File: config.mk
export PLATFORM = sky130hd
export DESIGN_NAME = imem_program_loader
export DESIGN_NICKNAME = d
export VERILOG_FILES = /design/src/rtl/imem_program_loader.sv
export SDC_FILE = /design/constraint.sdc
export NUM_CORES = 1
export LEC_CHECK = 0
export BUFFER_PORTS_ARGS = -buffer_cell sky130_fd_sc_hd__buf_2
export CAP_MARGIN = 15
export CORE_MARGIN = 3
export CORE_UTILIZATION = 30
export DETAILED_ROUTE_END_ITERATION = 8
export PLACE_DENSITY = 0.54
export SLEW_MARGIN = 20
export SYNTH_ARGS = -nofsm -noshare
export SYNTH_HDL_FRONTEND = slang
export SYNTH_SLANG_ARGS = --single-unit
File: constraint.sdc
create_clock -name clk_i -period 2.1 [get_ports clk_i]
set_clock_uncertainty 0.1 [all_clocks]
set_input_delay 0.105 -clock clk_i [delete_from_list [all_inputs] [get_ports clk_i]]
set_output_delay 0.105 -clock clk_i [all_outputs]
set_load 0.01 [all_outputs]
File: src/rtl/imem_program_loader.sv
// Boot-time loader: parses a framed byte stream (count header, big-endian words,
// XOR checksum), writes words into instruction memory and releases the core on a match.
module imem_program_loader #(
  parameter int ADDR_W = 8
) (
  input  logic              clk_i,
  input  logic              reset_i,
  input  logic              in_valid_i,
  input  logic [7:0]        in_data_i,
  output logic              in_ready_o,
  output logic              imem_we_o,
  output logic [ADDR_W-1:0] imem_addr_o,
  output logic [31:0]       imem_wdata_o,
  output logic              cpu_run_o,
  output logic              load_done_o,
  output logic              load_error_o
);

  typedef enum logic [2:0] {
    S_HDR0 = 3'd0,
    S_HDR1 = 3'd1,
    S_DATA = 3'd2,
    S_CSUM = 3'd3,
    S_DONE = 3'd4,
    S_ERR  = 3'd5
  } state_e;

  localparam logic [16:0] MAX_WORDS = 17'd1 << ADDR_W;

  state_e              state_q, state_d;
  logic [15:0]         count_q, count_d;
  logic [1:0]          byte_cnt_q, byte_cnt_d;
  logic [ADDR_W:0]     word_cnt_q, word_cnt_d;
  logic [31:0]         asm_q, asm_d;
  logic [31:0]         csum_q, csum_d;
  logic                we_q, we_d;
  logic [ADDR_W-1:0]   addr_q, addr_d;
  logic [31:0]         wdata_q, wdata_d;
  logic                run_q, run_d;
  logic                done_q, done_d;
  logic                err_q, err_d;
  logic                ready_q, ready_d;

  logic                xfer_s;
  logic [31:0]         word_s;
  logic [16:0]         hdr_n_s;
  logic [16:0]         words_next_s;

  function automatic logic [31:0] csum_fold(input logic [31:0] acc, input logic [31:0] word);
    return acc ^ word;
  endfunction

  assign xfer_s       = in_valid_i && ready_q;
  assign word_s       = {asm_q[23:0], in_data_i};
  assign hdr_n_s      = {1'b0, count_q[15:8], in_data_i};
  assign words_next_s = 17'(word_cnt_q) + 17'd1;

  // Next-state and output decode for the frame parser.
  always_comb begin
    state_d    = state_q;
    count_d    = count_q;
    byte_cnt_d = byte_cnt_q;
    word_cnt_d = word_cnt_q;
    asm_d      = asm_q;
    csum_d     = csum_q;
    we_d       = 1'b0;
    addr_d     = addr_q;
    wdata_d    = wdata_q;
    run_d      = run_q;
    done_d     = done_q;
    err_d      = err_q;
    case (state_q)
      S_HDR0: begin
        if (xfer_s) begin
          count_d[15:8] = in_data_i;
          state_d       = S_HDR1;
        end else begin
          state_d = S_HDR0;
        end
      end
      S_HDR1: begin
        if (xfer_s) begin
          count_d = hdr_n_s[15:0];
          if (hdr_n_s > MAX_WORDS) begin
            state_d = S_ERR;
            err_d   = 1'b1;
          end else if (hdr_n_s == 17'd0) begin
            state_d = S_CSUM;
          end else begin
            state_d = S_DATA;
          end
        end else begin
          state_d = S_HDR1;
        end
      end
      S_DATA: begin
        if (xfer_s) begin
          asm_d      = word_s;
          byte_cnt_d = byte_cnt_q + 2'd1;
          if (byte_cnt_q == 2'd3) begin
            we_d       = 1'b1;
            addr_d     = word_cnt_q[ADDR_W-1:0];
            wdata_d    = word_s;
            csum_d     = csum_fold(csum_q, word_s);
            word_cnt_d = word_cnt_q + {{ADDR_W{1'b0}}, 1'b1};
            // The word counter is one wider than the address so N = 2^ADDR_W terminates.
            if (words_next_s == {1'b0, count_q}) begin
              state_d = S_CSUM;
            end else begin
              state_d = S_DATA;
            end
          end else begin
            state_d = S_DATA;
          end
        end else begin
          state_d = S_DATA;
        end
      end
      S_CSUM: begin
        if (xfer_s) begin
          asm_d      = word_s;
          byte_cnt_d = byte_cnt_q + 2'd1;
          if (byte_cnt_q == 2'd3) begin
            if (word_s == csum_q) begin
              state_d = S_DONE;
              run_d   = 1'b1;
              done_d  = 1'b1;
            end else begin
              state_d = S_ERR;
              err_d   = 1'b1;
            end
          end else begin
            state_d = S_CSUM;
          end
        end else begin
          state_d = S_CSUM;
        end
      end
      S_DONE: begin
        state_d = S_DONE;
      end
      S_ERR: begin
        state_d = S_ERR;
      end
      default: begin
        state_d = S_ERR;
        err_d   = 1'b1;
        run_d   = 1'b0;
        done_d  = 1'b0;
      end
    endcase
    ready_d = (state_d != S_DONE);
  end

  // State and output registers; reset wins over a concurrent byte transfer.
  always_ff @(posedge clk_i) begin
    if (reset_i) begin
      state_q    <= S_HDR0;
      count_q    <= 16'd0;
      byte_cnt_q <= 2'd0;
      word_cnt_q <= '0;
      asm_q      <= 32'd0;
      csum_q     <= 32'd0;
      we_q       <= 1'b0;
      addr_q     <= '0;
      wdata_q    <= 32'd0;
      run_q      <= 1'b0;
      done_q     <= 1'b0;
      err_q      <= 1'b0;
      ready_q    <= 1'b1;
    end else begin
      state_q    <= state_d;
      count_q    <= count_d;
      byte_cnt_q <= byte_cnt_d;
      word_cnt_q <= word_cnt_d;
      asm_q      <= asm_d;
      csum_q     <= csum_d;
      we_q       <= we_d;
      addr_q     <= addr_d;
      wdata_q    <= wdata_d;
      run_q      <= run_d;
      done_q     <= done_d;
      err_q      <= err_d;
      ready_q    <= ready_d;
    end
  end

  assign in_ready_o   = ready_q;
  assign imem_we_o    = we_q;
  assign imem_addr_o  = addr_q;
  assign imem_wdata_o = wdata_q;
  assign cpu_run_o    = run_q;
  assign load_done_o  = done_q;
  assign load_error_o = err_q;

endmodule

======== After elaboration in Yosys (flattened, before gate mapping) ========
Cells that the tools add are included.
word-level totals
  flip-flop bits (word level) ............. 130
  input port bits ......................... 11
  output and inout bits ................... 45
  word-level logic and storage cells ...... 75
cells by class
  add/subtract/negate cells ............... 3
  $lt $le $gt $ge ......................... 1
  eq/ne operators ......................... 15
  muxes and demuxes ....................... 24
  bitwise gates (word level) .............. 6
  reduce and logical (&&, ||, !) cells .... 13
operator list
  kind                                                 number
  equality test 32 bit                                 1
  bitwise XOR 32 bit                                   1
  2-to-1 mux 3 bit                                     6
  zero test 17 bit                                     1
  equality test 10 x 16 -> 1 bit                       1
  > comparator 16 x 9 -> 1 bit, second input constant  1
  case mux 8 bit (2 select lines)                      1
  case mux 3 bit (5 select lines)                      1
  2-to-1 mux 1 bit                                     13
  != test 2 bit, second input constant                 6
  adder 9 x 1 -> 10 bit, second input constant         1
  adder 9 x 1 -> 9 bit, second input constant          1
  2-to-1 mux 8 bit                                     1
  equality test 3 x 2 -> 1 bit, second input constant  2
  equality test 3 bit, second input constant           2
  AND reduction 3 bit                                  2
  AND reduction 6 bit                                  1
  inverter 1 bit                                       5
  OR reduction 5 bit                                   1
  AND reduction 2 bit                                  2
  AND reduction 4 bit                                  1
  OR reduction 4 bit                                   1
  equality test 3 x 1 -> 1 bit, second input constant  1
  zero test 3 bit                                      1
  8 further kinds                                      8

======== Logic depth before layout (Yosys ltp) ========
  depth after elaboration ................. 7
  mapped depth ............................ 8
  depth with buffers taken out ............ 7

======== Least setup slack after synthesis ========
OpenSTA, ideal clock, no wires.
  path kind ............................... reg2reg
  from .................................... register byte_cnt_q[0]
  to ...................................... register state_q[0]
  library setup time ...................... 0.070 ns
  arrival time ............................ 2.055 ns
  data required time ...................... 1.930 ns
  path slack .............................. -0.126 ns
  stages on the path, launching flop included .. 9
  path buffers ............................ 1
  period minus slack after synthesis ...... 2.226 ns
  cells stage by stage .................... dfxtp_1 -> ha_1 -> nand3_1 -> or4_1 -> clkbuf_2 -> or4_1 -> nor3_2 -> o2111ai_1 -> a21oi_1
on the way
  word-level cells in the longest chain between the ends .. 4
  elaborated cells on any way between the ends .. 6
  those cells by class .................... 1 x eq/ne; 5 x mux
ends and longest elaborated chain
  item                                        RTL line  source
  from (decl)                                 32        logic [1:0] byte_cnt_q, byte_cnt_d;
  from (signal assigned)                      174       byte_cnt_q <= byte_cnt_d;
  equality test 2 bit *                       100, 123
  2-to-1 mux 3 bit, on equally long branches  123, 100
  2-to-1 mux 3 bit, on equally long branches  120, 97
  case mux 3 bit (5 select lines) *           72        case (state_q)
  to (signal assigned)                        172       state_q <= state_d;
  to (decl)                                   30        state_e state_q, state_d;
Mark *: on every way between the ends. The rest lies on a longest branch, timed or not.
A chain may end at the register's enable or synchronous reset.

======== Worst setup path after layout ========
Same ends and word-level chain as after synthesis.

==> results.yml <==
synth:
  synth-seq-cells: 130
  synth_cell_types: 39
  synthTopCellsByArea: "dfxtp_1 (49%), nand2_1 (11%), a21oi_1 (8.1%)"
  synth_top_area_frac: 0.495
  yosysWarnings: 0
  syn_avg_cell_area_um2: 8.35
  synth_fp_nets: 643
  ys_async_sr_fraction: 0
  syn_inst: 630
  synth_top_area_cell: "dfxtp_1"
  yosysSeqAreaShare: 0.495
  netlist_area_mm2: 0.00526
  ys.flop_type: "dfxtp_1"
  synth-edff-count: 0
power:
  power_frac_clock: 0.502
  ir_worst_vdd_v: 0.000592
  switching_share: 0.231
  p_leak_nw: 2.45
  p_int_w: 0.00453
  p_sw_w: 0.00136
  share_comb_of_total_power: 0.065
  seqPwrFrac: 0.433
  total_power_w: 0.00589
  powerDensity_mw_per_mm2: 884
drt:
  ant_nets: 0
  drt-total-wl_um: 13300
  initialDrtViolationCount: 242
  firstDrtPassIters: 5
  vias: 4410
  routedWlPerCell_um: 14.2
  drc: 0
  viasPerCell: 4.70
placed_design:
  placed_cell_area_mm2: 0.00593
  dp_hpwl_um: 9210
  io_buffers: 55
  gp_congestion: 0.759
  place_inst: 898
floorplan:
  core_area_mm2: 0.0169
  io_pins: 56
  die_w_um: 138
  fp.dieArea_mm2: 0.0192
  initial_core_util: 0.312
  die_height_um: 138
  row_count: 47
final_layout:
  fin_cells: 939
  num-nets-final: 720
  diodes: 0
  syn_to_final_growth_pct: 26.5
  final_area_mm2: 0.00666
  drive_gt1_frac: 0.179
grt:
  grt_start_max_net_pins: 72
  antenna_found_initial: 0
  grtUsageTotal: 0.142
  grt_pass1_vias: 4310
  grt_pass1_wl_um: 22000
  globalRoute.totalOverflow: 0
clock_tree:
  cts_root_buffer: "clkbuf_16"
  clkTransAtPathRegs_ps: 60
  cts_buffers: 17
  clockBufferDepth: 2
  htreeDepth: 4
  clock-sinks: 130
  cts_tree: "built"
  clock_latency_ps: 420
setup_path:
  criticalPathCategory: "reg -> reg"
  required_ps: 2350
  endpoint_kind: "flop"
  worst_setup_path_start_kind: "flop"
  rrSetupSlack_ps: 30
  critPathArrivalTime_ps: 2320
  path_max_fanout: 3
sta:
  worstMarginPinSlew_ps: 583
  max_freq_ghz: 0.483
  drv_slew: 0
  timing.slew.headroom: 0.607
  setup_viol: 0
  fin_crit_ps: 2070
  finalCritPeriodShare: 0.987
  final-hold-violation-count: 0
  rsz0062_at_grt: "true"
hold_path:
  hold_class: "in -> reg"
flow_run:
  max-cap-violations: 0
run_status:
  status: "finished clean"
[power groups by stage]
stage / combinational (W) / clock, W / sequential [W]
2_1_floorplan: 0.000239 / 0 / 0.00259
3_3_place_gp: 0.000361 / 0 / 0.00260
3_5_place_dp: 0.000366 / 0 / 0.00260
4_1_cts: 0.000382 / 0.00302 / 0.00255
5_1_grt: 0.000425 / 0.00315 / 0.00255
6_report: 0.000385 / 0.00295 / 0.00255
[synth_stat cells, types with 2 or more instances]
| master | number |
|---|---|
| or4_1 | 4 |
| dfxtp_1 | 130 |
| nor2_1 | 52 |
| clkbuf_1 | 35 |
| nor3_1 | 4 |
| nand2_1 | 153 |
| xor2_1 | 36 |
| nand3_1 | 18 |
| o31ai_1 | 2 |
| mux2i_1 | 8 |
| nor4_1 | 7 |
| inv_1 | 3 |
| a21oi_1 | 85 |
| and3_1 | 2 |
| o21ai_0 | 10 |
| ha_1 | 2 |
| nor3b_1 | 2 |
| nor3_2 | 2 |
| xnor2_1 | 43 |
| or3_1 | 4 |
| nand4_1 | 10 |
[registers in the layout, summed over array words and instances (netlist names)]
| register | flops |
|---|---|
| imem_addr_o | 8 |
| in_ready_o | 1 |
| load_error_o | 1 |
| csum_q | 32 |
| imem_we_o | 1 |
| asm_q | 24 |
| state_q | 3 |
| imem_wdata_o | 32 |
| word_cnt_q | 9 |
| load_done_o | 1 |
| byte_cnt_q | 2 |
| count_q | 16 |
[metrics by stage]
step	worst slack (ps)	TNS [ps]	utilization	hold slack (ps)
CTS	-77.2	-98.4	0.393	6.12
floorplan	4.87	0	-	141
global placement	-49.9	-66.9	0.352	280
detailed placement	-115	-265	0.352	288
finish	28.3	0	0.394	18.6
global route	-49.3	-60.6	0.394	21.0
[kinds of logic after synthesis]
logic type | count (synthesis) | share of synthesized area
muxes | 8 | 0.0152
xor gates and xnor gates | 79 | 0.131
AOI/OAI and AO/OA | 106 | 0.107
buffers and inverters | 42 | 0.0328
adders and majority gates | 2 | 0.00475
DFF | 130 | 0.495
and+or+nand+nor | 263 | 0.214
[worst max-delay path, cell delays in order (launching register included)]
cell and delay (ps):
dfxtp_2 350, ha_4 150, nand3_4 70, or4_4 430
or4_4 500, nor3_4 130, o2111ai_2 130, a21oi_1 150
[cells in the final DEF, fill, tap and decap left out, types with 17 or more instances in the layout]
cell,netlist,layout
buf_2,0,54
xor2_1,36,36
a21oi_1,85,85
buf_4,1,32
nor2_1,52,52
dfxtp_1,130,128
nand2_1,153,153
xnor2_1,43,43
nand3_1,18,17
clkbuf_16,0,17
[routing by layer]
metal | part of all wire | wire length [µm] | GRT usage
met5 | 0 | 0 | 0
met3 | 0.047 | 623 | 0.0352
met1 | 0.49 | 6550 | 0.195
met4 | 0.017 | 226 | 0.0541
met2 | 0.44 | 5900 | 0.216
[layout make-up]
| type | instances | area, µm² |
|---|---|---|
| inverter | 4 | 17.5 |
| tap | 220 | 275 |
| clock buffer | 19 | 433 |
| timing repair buffer | 96 | 631 |
| fill | 1690 | 10200 |
| clock inverter | 12 | 158 |
| sequential | 130 | 2610 |
| multi-input combinational | 458 | 2540 |
[final timing paths]
kind | from | to | depth (start not counted)
worst max register to register | byte_cnt_q[0]$_SDFFE_PP0P_ | state_q[0]$_SDFF_PP0_ | 7
worst max-delay path | byte_cnt_q[0]$_SDFFE_PP0P_ | state_q[0]$_SDFF_PP0_ | 7
worst min register to register | load_error_o$_SDFFE_PP0P_ | load_error_o$_SDFFE_PP0P_ | 2
worst min-delay path | in_data_i[0] | asm_q[0]$_SDFFE_PP0P_ | 4
[timing repair]
action                     4_1_cts  5_1_grt
setup endpoints to repair        8        2
hold buffers                     8        0
hold endpoints to repair        26        0
setup buffers                    1        1
resized for setup                6        2
pin swaps                        4        2
(Power assumes the default switching activity.)
